===== src/rtl/lsp_prev_compose_pkg.sv =====
// Shared constants and state encoding for the LSP previous-frame extract/compose blocks.
package lsp_prev_compose_pkg;
  localparam int M     = 10;  // LSP order
  localparam int MA_NP = 4;   // MA predictor order
  localparam int J_W   = 4;   // element index field in scratch/constant addresses
  localparam int K_W   = 2;   // predictor index field

  typedef enum logic [2:0] {
    IDLE   = 3'd0,
    RD_ELE = 3'd1,
    MULT   = 3'd2,
    MAC    = 3'd3,
    WRITE  = 3'd4
  } state_t;
endpackage


===== src/rtl/lsp_prev_compose.sv =====
// Rebuilds lsp[j] = extract_h(L_mult(lsp_ele[j], fg_sum[j]) + sum_k L_mac(freq_prev[k][j], fg[k][j])).
module lsp_prev_compose
  import lsp_prev_compose_pkg::*;
(
  input  logic        clk,
  input  logic        reset,
  input  logic        start,
  output logic        done,
  input  logic [11:0] lspele,
  input  logic [11:0] freq_prev,
  input  logic [11:0] lsp,
  input  logic [11:0] fgAddr,
  input  logic [11:0] fg_sumAddr,
  output logic [11:0] readAddr,
  input  logic [31:0] readIn,
  output logic [11:0] writeAddr,
  output logic [31:0] writeOut,
  output logic        writeEn,
  output logic [11:0] constantMemAddr,
  input  logic [31:0] constantMemIn,
  output logic [15:0] L_mult_a,
  output logic [15:0] L_mult_b,
  input  logic [31:0] L_mult_in,
  output logic [15:0] L_mac_a,
  output logic [15:0] L_mac_b,
  output logic [31:0] L_mac_c,
  input  logic [31:0] L_mac_in
);

  state_t           state, state_nx;
  logic [J_W-1:0]   j, j_nx;
  logic [K_W-1:0]   k, k_nx, k_inc;
  logic [31:0]      L_acc, L_acc_nx;

  // Base low bits are replaced by the j/k fields, and only the low data halves are used.
  logic unused_bits;
  assign unused_bits = ^{readIn[31:16], constantMemIn[31:16], lspele[3:0], freq_prev[5:0],
                         lsp[3:0], fgAddr[5:0], fg_sumAddr[3:0]};

  assign k_inc = k + 2'd1;

  always_ff @(posedge clk) begin
    if (!reset) begin
      state <= IDLE;
      j     <= '0;
      k     <= '0;
      L_acc <= '0;
    end else begin
      state <= state_nx;
      j     <= j_nx;
      k     <= k_nx;
      L_acc <= L_acc_nx;
    end
  end

  always_comb begin
    state_nx        = state;
    j_nx            = j;
    k_nx            = k;
    L_acc_nx        = L_acc;
    done            = 1'b0;
    readAddr        = '0;
    writeAddr       = '0;
    writeOut        = '0;
    writeEn         = 1'b0;
    constantMemAddr = '0;
    L_mult_a        = '0;
    L_mult_b        = '0;
    L_mac_a         = '0;
    L_mac_b         = '0;
    L_mac_c         = '0;
    case (state)
      IDLE: begin
        j_nx = '0;
        if (start) state_nx = RD_ELE;
      end
      RD_ELE: begin
        if (j == J_W'(M)) begin
          done     = 1'b1;
          j_nx     = '0;
          state_nx = IDLE;
        end else begin
          readAddr        = {lspele[11:4], j};
          constantMemAddr = {fg_sumAddr[11:4], j};
          state_nx        = MULT;
        end
      end
      MULT: begin
        L_mult_a        = readIn[15:0];
        L_mult_b        = constantMemIn[15:0];
        L_acc_nx        = L_mult_in;
        k_nx            = '0;
        readAddr        = {freq_prev[11:6], 2'd0, j};
        constantMemAddr = {fgAddr[11:6], 2'd0, j};
        state_nx        = MAC;
      end
      MAC: begin
        L_mac_a  = readIn[15:0];
        L_mac_b  = constantMemIn[15:0];
        L_mac_c  = L_acc;
        L_acc_nx = L_mac_in;
        if (k == K_W'(MA_NP - 1)) begin
          state_nx = WRITE;
        end else begin
          // Prefetch the next history/table pair so data lands with the next MAC cycle.
          k_nx            = k_inc;
          readAddr        = {freq_prev[11:6], k_inc, j};
          constantMemAddr = {fgAddr[11:6], k_inc, j};
        end
      end
      WRITE: begin
        writeAddr = {lsp[11:4], j};
        writeOut  = {16'h0000, L_acc[31:16]};
        writeEn   = 1'b1;
        j_nx      = j + 4'd1;
        state_nx  = RD_ELE;
      end
      default: state_nx = IDLE;
    endcase
  end

endmodule

===== config.mk =====
export PLATFORM = sky130hd
export DESIGN_NAME = lsp_prev_compose
export DESIGN_NICKNAME = d
export VERILOG_FILES = /design/src/rtl/lsp_prev_compose_pkg.sv /design/src/rtl/lsp_prev_compose.sv
export SDC_FILE = /design/constraint.sdc
export NUM_CORES = 1
export LEC_CHECK = 0
export CORE_AREA = 2 2 137 139
export DETAILED_ROUTE_END_ITERATION = 16
export DIE_AREA = 0 0 139 141
export RECOVER_POWER = 100
export SYNTH_ARGS = -nofsm -noshare
export SYNTH_HDL_FRONTEND = slang
export SYNTH_SLANG_ARGS = --single-unit
export TNS_END_PERCENT = 50

===== constraint.sdc =====
create_clock -name clk -period 3.8 [get_ports clk]
set_input_delay 0.76 -clock clk [delete_from_list [all_inputs] [get_ports clk]]
set_output_delay 0.76 -clock clk [all_outputs]
set_load 0.05 [all_outputs]

==> impl_results.md <==
- Status: finished, final reports clean
- R2R depth: 3
- CP max stage cell: dlygate4sd3_1
- Total iterations of the first detailed-routing run: 4
- Sequential share of the synthesized area: 0.259
- Grt total ovfl: 0
- Final wirelength: ~13000 um
- Max frequency: 0.286 GHz
- P&R area growth vs syn: 92.8%
- Max-slew headroom: 0.439
- Initial Utilization: 0.173
- H-tree levels: 2
- Worst Hold End: L_acc[4]
- Hold_buf cts: 0
- Setup crit end kind: output port
- EDFF count, synth: 0
- Post-route ant nets: 0
- Root Driver: clkbuf_16
- Min-delay worst type: flip-flop to flip-flop
- Post-CTS Setup Inserts: 0
- Yosys top cell area share: 0.259
- CP Launch Type: flip-flop
- Crit path DAT: about 2.7 ns
- Clk pin slew, worst setup/hold paths: roughly 0.060 ns
- Yosys reg bits: 41
- Buffers plus inverters on the worst setup path: 2
- PD cells: ~250 nW/um^2
- Hold path depth: 2
- Ys flop type: dfxtp_1
- Die area: 19600 um^2
- # nets final: ~840
- CTS Sinks: 41
- Cells after Synth: between 300 and 400
- DRT iter0 DRCs: 82
- Placed Area: around 6000 um^2
- Placed cells: roughly 870
- Routability cong.: roughly 0.75
- Max Cap Viol: 0
- Final setup fails: 0
- Port-buffer cells: roughly 280
- Critical Path RT: 3.04 ns
- Top Ports: roughly 360
- Vias: ~3.6k
- Fin. max-slew vios: 0
- Critical path class: flip-flop to output port
- Initial antenna violation count: 1
- Crit-path max cell delay: 0.88 ns
- Clock buffer count from CTS: 5
- Average size of a mapped cell: approximately 8.0 um^2
- GRT Total Usage: 0.125
- Most frequent cells in the layout: clkdlybuf4s50_1 (140), dlygate4sd3_1 (119), and3_1 (65)
- # rows: 50
- Async SR Flop Fraction: 0
- Leading area contributor after synthesis: dfxtp_1
- DIE HEIGHT: between 100 and 150 um
- Clock tree from TritonCTS: done
- RSZ-0062 raised after global routing: no
- Setup TNS: 0 ns
- Tightest Pin Transition: roughly 0.84 ns
- CP top delay family: buffers and inverters
- Die W: around 140 um
- Vias in the first global route: 3476
- Layout cell share with drive strength beyond 1: 0.0386
- Worst-path cell chain: inv_1 > ha_1 > nand3b_1 > and2_1 > a22o_1 > dlygate4sd3_1
- Reg2Reg Setup Slack: a little under 2 ns
- VDD IR-drop max: roughly 0.16 mV
- Worst-skew pair later-pin latency: ~0.28 ns
- Post-layout min period: 3.50 ns
- Hold Startpoint: L_acc[4]
- Cell variety after synth: 38
- Post-DP HPWL: 10100 um
- Drt via density: between 4 and 5
- Seq. cell area: 825 um^2
- Worst Skew: between 0.003 and 0.004 ns
- Fillers: approximately 2.0k
- FF-to-FF End: L_acc[25]
- DRC Markers: 0
- Post-route insts no fill: about 900
- Max Buffers Root-to-Sink: 2
- Most common cell after layout, fill and taps aside: clkdlybuf4s50_1
- First-pass GRT wire length: just under 20000 um
- Reg-to-reg critical path startpoint: state[0]
- Cell leakage power: between 2 and 3 nW
- Core area: 18300 um^2
- Fin area: just over 6000 um^2
- Final Hold Fails: 0
- Largest net degree at the start of global routing: about 110
- Period utilisation layout: 0.920
- CP max FO: 13
- WL/cell: between 10 and 15 um
- Mapped Area: 3160 um^2
- Top cells by area, synth: dfxtp_1 (26%), and3_1 (13%), and2_1 (12%)
- Multi-input gate area: between 2000 and 2500 um^2
- Yosys Warn Count: 0
- Resized Gates After CTS: 0
## layout make-up
| cell class | instances | area share |
|---|---|---|
| flip-flops and latches | 41 | 0.135 |
| well taps | 234 | 0.0480 |
| inverters | 3 | 0.00185 |
| diodes | 1 | 0.000410 |
| repair buffers | 293 | 0.455 |
| clock inverters | 2 | 0.00574 |
| multi-input cells | 302 | 0.329 |
| clock buffers | 6 | 0.0246 |
## kinds of logic after synthesis
| kind of cell | share of synthesized area |
|---|---|
| compound gates | 0.157 |
| flops | 0.259 |
| mux | 0.101 |
| fa+ha+maj | 0.0158 |
| buf+inv | 0.119 |
| simple gates | 0.345 |
| other cells | 0.00119 |
## metal layers
layer	share of wire	global-route usage
met4	0.0095	0.0287
met1	0.41	0.148
met5	0	0
met2	0.47	0.216
met3	0.11	0.0489
## synth_stat cells (2+ instances only)
| cell type | count |
|---|---|
| inv_1 | 3 |
| nand3_1 | 2 |
| nor3_1 | 4 |
| a22o_1 | 11 |
| a211oi_1 | 32 |
| a21oi_1 | 6 |
| a311oi_1 | 2 |
| and3_1 | 65 |
| clkbuf_1 | 21 |
| and2_1 | 62 |
| o21ai_0 | 5 |
| a32o_1 | 5 |
| nor2_1 | 35 |
| mux2i_1 | 32 |
| buf_4 | 27 |
| buf_6 | 2 |
| ha_1 | 4 |
| dfxtp_1 | 41 |
| nor3b_1 | 3 |
| nand2_1 | 2 |
| nor2b_1 | 2 |
| buf_2 | 10 |
| nand2b_1 | 2 |
## metrics by stage
stage          utilization  power (mW)  setup WS (ns)  hold WS (ns)
6_report             0.334        1.50          0.302         0.494
2_1_floorplan            -       0.781          0.546         0.474
4_1_cts              0.340        1.54          0.344         0.497
3_3_place_gp         0.329       0.996          0.654         0.482
3_5_place_dp         0.329       0.999          0.670         0.489
5_1_grt              0.334        1.58          0.107         0.522
## flip-flops by register name, indices dropped and copies added (netlist names)
signal and cells:
j 4, state 3, L_acc 32, k 2
## worst max path at each step
stage,depth (start not counted),end,start
floorplan,6,readAddr[1],j[0]
global placement,6,readAddr[11],j[0]
detailed placement,6,readAddr[9],j[0]
CTS,6,readAddr[9],j[0]
global route,6,constantMemAddr[7],j[0]
finish,6,constantMemAddr[7],j[0]
## worst register-to-register path, stage by stage (launching register included)
cell	delay, ns
dfxtp_4	0.48
buf_4	0.69
mux2i_1	0.44
a211oi_1	0.12
## report_power, final
| part | internal (mW) | leakage [nW] | switching (mW) |
|---|---|---|---|
| Clock | 0.349 | 0.0920 | 0.182 |
| Sequential | 0.455 | 0.334 | 0.0189 |
| Combinational | 0.225 | 2.38 | 0.275 |
(Power assumes the default switching activity.)
